**src/rtl/serial_adder_ctrl.sv**
```systemverilog
// Bit-serial adder: one full-add cell time-shared over WIDTH bit positions, LSB first.
// Latency: start accepted at edge T -> busy for WIDTH cycles, done pulses WIDTH+1 cycles after T.
// Backpressure: none; start is ignored while busy or done, with no queuing.
//
// Ports:
//   clk, rst      - single clock, synchronous active-high reset
//   start         - begin one addition (accepted only in IDLE)
//   a, b, c_in    - operands and carry-in, captured on the accepting edge only
//   busy          - high while bits are being added (state ADD)
//   done          - one-cycle pulse when sum/c_out have just been updated
//   sum, c_out    - registered result, held until the next completion
module serial_adder_ctrl #(
    parameter int WIDTH = 8
) (
    input  logic             clk,
    input  logic             rst,
    input  logic             start,
    input  logic [WIDTH-1:0] a,
    input  logic [WIDTH-1:0] b,
    input  logic             c_in,
    output logic             busy,
    output logic             done,
    output logic [WIDTH-1:0] sum,
    output logic             c_out
);

    // Counter only has to reach WIDTH-1; it is cleared on the last edge,
    // so it never wraps while an addition is still running.
    localparam int CW = (WIDTH > 1) ? $clog2(WIDTH) : 1;
    localparam logic [CW-1:0] LAST_BIT = CW'(WIDTH - 1);

    localparam logic [1:0] S_IDLE = 2'd0;
    localparam logic [1:0] S_ADD  = 2'd1;
    localparam logic [1:0] S_DONE = 2'd2;

    logic [1:0]       state;
    logic [WIDTH-1:0] a_sh;
    logic [WIDTH-1:0] b_sh;
    // Only the upper WIDTH-1 result bits need storage: the bit produced on
    // the last ADD edge goes straight into sum alongside them.
    logic [WIDTH-2:0] res_sh;
    logic             carry;
    logic [CW-1:0]    bit_cnt;

    logic             fa_sum;
    logic             fa_carry;
    logic [WIDTH-1:0] res_next;

    // The single full-add cell.
    assign fa_sum   = a_sh[0] ^ b_sh[0] ^ carry;
    assign fa_carry = (a_sh[0] & b_sh[0]) | (a_sh[0] & carry) | (b_sh[0] & carry);

    // New bit enters at the MSB; after WIDTH shifts bit 0 of the result sits at the LSB.
    assign res_next = {fa_sum, res_sh};

    // Status outputs are pure state decodes, so busy and done are exclusive by construction.
    assign busy = (state == S_ADD);
    assign done = (state == S_DONE);

    always_ff @(posedge clk) begin
        if (rst) begin
            state   <= S_IDLE;
            a_sh    <= '0;
            b_sh    <= '0;
            res_sh  <= '0;
            carry   <= 1'b0;
            bit_cnt <= '0;
            sum     <= '0;
            c_out   <= 1'b0;
        end else begin
            case (state)
                S_IDLE: begin
                    if (start) begin
                        a_sh    <= a;
                        b_sh    <= b;
                        carry   <= c_in;
                        res_sh  <= '0;
                        bit_cnt <= '0;
                        state   <= S_ADD;
                    end
                end

                S_ADD: begin
                    a_sh   <= a_sh >> 1;
                    b_sh   <= b_sh >> 1;
                    carry  <= fa_carry;
                    res_sh <= res_next[WIDTH-1:1];
                    if (bit_cnt == LAST_BIT) begin
                        sum     <= res_next;
                        c_out   <= fa_carry;
                        bit_cnt <= '0;
                        state   <= S_DONE;
                    end else begin
                        bit_cnt <= bit_cnt + CW'(1);
                    end
                end

                S_DONE: begin
                    state <= S_IDLE;
                end

                default: begin
                    state <= S_IDLE;
                end
            endcase
        end
    end

endmodule

```
**config.mk**
```make
export PLATFORM = sky130hd
export DESIGN_NAME = serial_adder_ctrl
export DESIGN_NICKNAME = d
export VERILOG_FILES = /design/src/rtl/serial_adder_ctrl.sv
export SDC_FILE = /design/constraint.sdc
export NUM_CORES = 1
export LEC_CHECK = 0
export ABC_AREA = 1
export ABC_CLOCK_PERIOD_IN_PS = 3680
export CELL_PAD_IN_SITES_DETAIL_PLACEMENT = 2
export CELL_PAD_IN_SITES_GLOBAL_PLACEMENT = 2
export CORE_MARGIN = 2
export CORE_UTILIZATION = 30
export DETAILED_ROUTE_END_ITERATION = 16
export GPL_ROUTABILITY_DRIVEN = 0
export PLACE_DENSITY = 0.9
export SLEW_MARGIN = 40
export SYNTH_ARGS = -nofsm -noshare
export SYNTH_HDL_FRONTEND = slang
export SYNTH_SLANG_ARGS = --single-unit
```
**constraint.sdc**
```tcl
create_clock -name clk -period 3.68 [get_ports clk]
set_clock_uncertainty 0.1 [all_clocks]
set_input_delay 1.104 -clock clk [delete_from_list [all_inputs] [get_ports clk]]
set_output_delay 1.104 -clock clk [all_outputs]
set_load 0.03 [all_outputs]
```
==> flow_summary.yaml, run 1 <==
status:
  outcome: "finished, final reports clean"
timing:
  maxSlewHeadroom_pct: 65.23
  timing.final.hold_violations: 0
  finalHoldWorstSlack_ns: 0.3755
  final.min_clock_period_ns: 3.076
  setup-violations-final: 0
  max_clock_freq_mhz: 325.1
  setup-tns-final_ns: 0
  finalWorstSetupSlack_ns: 0.6036
  worstMarginPinSlew_ns: 0.5210
  setup_repair_after_global_routing_missed_its_margin: "false"
  min_period_over_period_pct: 83.60
  final_max_slew_viol_count: 0
placed_design:
  place_worst_setup_slack_ns: 0.9497
  dp.final_hpwl_um: 3322
  dp_cells: 347
  place.port_buffers: 30
cts:
  insertion_delay_ns: 0.30
  cts_buffers: 5
  clk_pin_slew_worst_paths_ns: 0.09
  buffer_count_from_post_cts_setup_fixing: 0
  cts-hold-fix-buffers: 0
  cts_max_path_buffers: 2
  cts-resized-gates: 0
  root_buffer: "clkbuf_8"
  ctsHtreeMaxLevel: 2
  cts_tree: "built"
  clock_sink_count: 38
cells_and_area:
  drive_gt1_share_pct: 6.360
  final_common_cell: "nand2_1"
  multi_input_comb_area_um2: 789.5
  layout.filler_cells: 658
  fin_cells: 355
  nNetsFinal: 305
  layout_common_cells: "nand2_1, dfxtp_1, nor2_1"
  diodes: 0
  area_added_between_synthesis_and_finish_pct: 24.22
  seqCellArea_um2: 760.7
yosys:
  yosysUniqueCellTypes: 15
  yosys.area.top_type_share_pct: 44.22
  synthesis.area_per_instance_um2: 6.747
  synth_enable_flop_cells: 0
  synth.largest_area_cell: "dfxtp_1"
  synthArstFlopShare_pct: 0
  syn_area_um2: 1720
  seq_area_frac_synth_pct: 44.22
  syn-instance-count: 255
  number_of_nets_in_the_synthesized_netlist: 278
  synth-seq-cells: 38
  yosysWarnings: 0
  dominantRegCellSynth: "dfxtp_1"
  ys_top_cells_by_area: "dfxtp_1, nand2_1, nor2_1, nand3_1, inv_1"
route:
  route.detailed.wl_per_inst_um: 14.71
  number_of_nets_with_antenna_violations_after_detailed_routing: 0
  viasPerCell: 4.687
  drt_first_pass_iters: 4
  via_count: 1664
  route.top_layer_used: "met4"
  met2_length_um: 2739
  wirelength_um: 5223
  detail_route.iter0.violations: 78
  routed-wl-met3_um: 117
  drcViolationCount: 0
  route.layer.met1.wl_um: 2209
global_route:
  maximum_number_of_pins_on_one_net_before_global_route_repair: 43
  first_global_vias: 1831
  antenna_violations_before_repair: 0
  groute.usage.overall_pct: 18.74
  grt_first_pass_wirelength_um: 8963
  global_route.overflow_total: 0
floorplan:
  floorplan.rows: 27
  die_height_um: 79.73
  core_area_um2: 5507
  die_w_um: 79.73
  die-area_um2: 6356
  ios: 31
  floorplan.initialDensity_pct: 31.24
worst_setup_path:
  setup.worst_path.start_class: "register"
  critPathCapture: "busy"
  worstPathArrival_ns: 1.87
  critPathKind: "register to output pin"
  crit_path_end_kind: "output pin"
  cp_max_fo: 12
  r2r-end: "sum[7]"
  setup.worst_path.start: "state[0]"
  ff2ff_setup_slack_ns: 1.65
  rr_startpoint: "state[0]"
  reg2reg_depth: 6
  critPathRequiredTime_ns: 2.48
power:
  power.net_switching_uw: 248.3
  p_clk_share_pct: 34.8
  leakagePower_uw: 0.0009691
  portion_of_total_power_attributed_to_sequential_cells_pct: 50.2
  netSwitchingFraction_pct: 28.12
  combinationalPowerShare_pct: 15.0
  peak_supply_drop_mv: 0.1343
  cellPowerDensity_nw_per_um2: 413.3
  cell_internal_pwr_uw: 634.8
min_path:
  worst_hold_path_type: "register to register"
job:
  max-cap-violations: 0
-- synthesized netlist by cell type, types with 3 or more instances --
master and count:
nand2_1 104, dfxtp_1 38, nor2_1 34, nand3_1 25, inv_1 19, a21oi_1 12, buf_2 4, buf_6 4
nor2_2 4, clkbuf_1 3
-- power groups by stage --
| stage | Combinational, µW | Sequential, µW | Clock, µW |
|---|---|---|---|
| final | 132 | 444 | 307 |
| after global routing | 151 | 447 | 334 |
| after CTS | 136 | 444 | 312 |
| after detailed placement | 131 | 453 | 0 |
| after global placement | 124 | 452 | 0 |
| after floorplan | 89.9 | 449 | 0 |
-- worst max-delay path, cell delays in order (launching register included) --
cell and delay, ns:
dfxtp_1 0.34, inv_1 0.06, nor2_2 0.41, clkdlybuf4s50_1 0.77
-- routing by layer --
metal  up-vias  global-route usage (%)
li1        826                       -
met1       802                   20.89
met2        23                   33.87
met3        13                   3.733
met4         0                   8.793
met5         -                       0
-- flip-flops by register name (all words and copies together), names as in the netlist --
register  count
carry         1
b_sh          8
c_out         1
state         2
res_sh        7
bit_cnt       3
a_sh          8
sum           8
-- stage by stage --
step / util [%] / cell area, µm² / power, µW
4_1_cts: 38.81 / 2137 / 892.7
2_1_floorplan: - / 1720 / 539.3
3_5_place_dp: 37.08 / 2042 / 584.2
5_1_grt: 38.81 / 2137 / 931.9
6_report: 38.81 / 2137 / 883.1
3_3_place_gp: 37.08 / 2042 / 576.0
-- area by class of cell --
class,count,area share [%]
repair buffers,33,15.11
multi-input cells,183,36.94
clock inverters,2,0.5855
flip-flops and latches,38,35.60
clock buffers,6,3.864
well taps,72,4.215
inverters,21,3.689
-- how the worst min path moves through the flow --
stage / start / slack, ns / cells past startpoint / end
after floorplan: res_sh[0] / 0.33 / 2 / res_sh[0]
after global placement: res_sh[0] / 0.35 / 2 / res_sh[0]
after detailed placement: sum[7] / 0.37 / 2 / sum[7]
after CTS: res_sh[0] / 0.38 / 2 / res_sh[0]
after global routing: res_sh[0] / 0.39 / 2 / res_sh[0]
final: res_sh[1] / 0.38 / 2 / sum[1]
-- cell families (layout without fill, tap and decap cells) --
group / count (synthesis) / count (layout) / share of synthesized area [%]
fa+ha+maj: 3 / 3 / 2.618
simple gates: 167 / 167 / 38.84
compound gates: 13 / 13 / 4.437
flops: 38 / 38 / 44.22
buf+inv: 34 / 62 / 9.891
Power figures use the tool's default switching activity.
==> run 2: changes to the inputs <==
--- a/config.mk
+++ b/config.mk
@@ -6,14 +6,14 @@
 export NUM_CORES = 1
 export LEC_CHECK = 0
 export ABC_AREA = 1
-export ABC_CLOCK_PERIOD_IN_PS = 3680
+export ABC_CLOCK_PERIOD_IN_PS = 3100
 export CELL_PAD_IN_SITES_DETAIL_PLACEMENT = 2
 export CELL_PAD_IN_SITES_GLOBAL_PLACEMENT = 2
 export CORE_MARGIN = 2
-export CORE_UTILIZATION = 30
+export CORE_UTILIZATION = 28
 export DETAILED_ROUTE_END_ITERATION = 16
 export GPL_ROUTABILITY_DRIVEN = 0
-export PLACE_DENSITY = 0.9
+export PLACE_DENSITY = 0.85
 export SLEW_MARGIN = 40
 export SYNTH_ARGS = -nofsm -noshare
 export SYNTH_HDL_FRONTEND = slang
==> constraint.sdc (replaced) <==
create_clock -name clk -period 3.1 [get_ports clk]
set_clock_uncertainty 0.1 [all_clocks]
set_input_delay 0.93 -clock clk [delete_from_list [all_inputs] [get_ports clk]]
set_output_delay 0.93 -clock clk [all_outputs]
set_load 0.03 [all_outputs]
==> run 2 against run 1 <==
Via count rose by 1.6%. Largest power group is now clock. Worst hold slack lost 0.0067 ns. Cell area rose by 3.1%. Die area is 6.8% higher. Utilization is 1.6 points lower. Critical path type unchanged.
==> flow_summary.yaml, run 2 (synthesis results as in run 1) <==
floorplan:
  core_area_um2: 5921
  die_w_um: 82.39
  die_height_um: 82.39
  die-area_um2: 6787
  floorplan.rows: 28
  ios: 31
  floorplan.initialDensity_pct: 29.06
worst_setup_path:
  reg2reg_depth: 7
  setup.worst_path.start_class: "register"
  ff2ff_setup_slack_ns: 1.31
  r2r-end: "sum[6]"
  critPathCapture: "busy"
  worstPathArrival_ns: 1.70
  cp_max_fo: 12
  setup.worst_path.start: "state[0]"
  crit_path_end_kind: "output pin"
  rr_startpoint: "state[0]"
  critPathRequiredTime_ns: 2.07
  critPathKind: "register to output pin"
cts:
  cts_max_path_buffers: 2
  buffer_count_from_post_cts_setup_fixing: 0
  insertion_delay_ns: 0.30
  clock_sink_count: 38
  ctsHtreeMaxLevel: 2
  cts_tree: "built"
  root_buffer: "clkbuf_8"
  cts-resized-gates: 0
  clk_pin_slew_worst_paths_ns: 0.08
  cts-hold-fix-buffers: 0
  cts_buffers: 5
placed_design:
  place.port_buffers: 30
  dpl_cell_area_um2: 2061
  dp.final_hpwl_um: 3459
cells_and_area:
  nNetsFinal: 307
  layout_top_registers: "a_sh x8, b_sh x8, sum x8"
  drive_gt1_share_pct: 7.018
  final_common_cell: "nand2_1"
  area_added_between_synthesis_and_finish_pct: 28.07
  diodes: 0
  fin_area_um2: 2203
  layout_common_cells: "nand2_1, dfxtp_1, nor2_1"
min_path:
  worst_hold_path_type: "register to register"
  hold_path.startpoint: "res_sh[1]"
global_route:
  gr_met3_demand_resource_pct: 4.022
  global_route.usage.met2_pct: 30.08
  global_route.overflow_total: 0
  most_used_routing_layer_in_global_routing: "met2"
  grt_first_pass_wirelength_um: 8694
  maximum_number_of_pins_on_one_net_before_global_route_repair: 43
  antenna_violations_before_repair: 0
  global_route.usage.met1_pct: 20.11
  first_global_vias: 1874
  groute.usage.overall_pct: 17.29
timing:
  worstMarginPinSlew_ns: 0.5108
  final.min_clock_period_ns: 2.734
  maxSlewHeadroom_pct: 65.86
  setup_repair_after_global_routing_missed_its_margin: "false"
  timing.final.hold_violations: 0
  setup-violations-final: 0
  max_clock_freq_mhz: 365.8
  final_max_slew_viol_count: 0
  min_period_over_period_pct: 88.18
  setup-tns-final_ns: 0
route:
  drcViolationCount: 0
  viasPerCell: 4.697
  route.detailed.wl_per_inst_um: 14.18
  detail_route.iter0.violations: 52
  wirelength_um: 5105
  drt_first_pass_iters: 4
  number_of_nets_with_antenna_violations_after_detailed_routing: 0
  via_count: 1691
power:
  peak_supply_drop_mv: 0.2286
  cellPowerDensity_nw_per_um2: 550.8
  leakagePower_uw: 0.001003
status:
  outcome: "finished, final reports clean"
job:
  max-cap-violations: 0
-- run 2: changes by cell type in the layout (fill, tap and decap cells not counted), sizes merged --
cell and change:
clkinvlp -1, clkinv -1, buf +2, bufinv +2
-- run 2: stage by stage --
| step | utilization, % | instances | power, µW | hold slack, ns | setup WS, ns |
|---|---|---|---|---|---|
| floorplan | - | 255 | 640.2 | 0.3333 | 1.044 |
| global placement | 34.81 | 352 | 684.8 | 0.3523 | 0.6772 |
| detailed placement | 34.81 | 352 | 694.5 | 0.3654 | 0.6479 |
| CTS | 37.21 | 360 | 1229 | 0.3744 | 0.3561 |
| global route | 37.21 | 360 | 1276 | 0.3956 | 0.2770 |
| finish | 37.21 | 360 | 1214 | 0.3688 | 0.3665 |
-- run 2: layer usage --
metal  wire length [µm]  up-vias
met5                  0        -
met4                110        0
met3                171        9
met2               2616       31
met1               2208      822
li1                   -      829
-- run 2: worst min-delay path by stage --
stage,end,slack (ns),cells past startpoint
finish,sum[1],0.37,2
CTS,sum[1],0.37,2
detailed placement,res_sh[0],0.37,2
global route,sum[7],0.40,2
floorplan,res_sh[0],0.33,2
global placement,bit_cnt[1],0.35,2
-- run 2: area by class of cell --
type                            instances  area [µm²]
Multi-Input combinational cell        183       789.5
Inverter                               21       78.83
Tap cell                               75       93.84
Clock buffer                            6       82.58
Clock inverter                          2       60.06
Fill cell                             720        3717
Timing Repair Buffer                   35       337.8
Sequential cell                        38       760.7
-- run 2: critical path, cell delays in order (launching register included) --
cell and delay, ns:
dfxtp_1 0.38, inv_1 0.07, nor2_2 0.08, buf_4 0.19, clkdlybuf4s50_1 0.69
-- run 2: power breakdown --
group	total, µW	switching [µW]	internal, µW
logic	157	93.3	63.3
registers	527	15.0	512
clock network	530	187	343
==> run 3: changes to the inputs <==
--- a/config.mk
+++ b/config.mk
@@ -12,7 +12,6 @@
 export CORE_MARGIN = 2
 export CORE_UTILIZATION = 28
 export DETAILED_ROUTE_END_ITERATION = 16
-export GPL_ROUTABILITY_DRIVEN = 0
 export PLACE_DENSITY = 0.85
 export SLEW_MARGIN = 40
 export SYNTH_ARGS = -nofsm -noshare
==> results of run 3 <==
No change in the layout: final DEF, timing and power equal those of run 2.
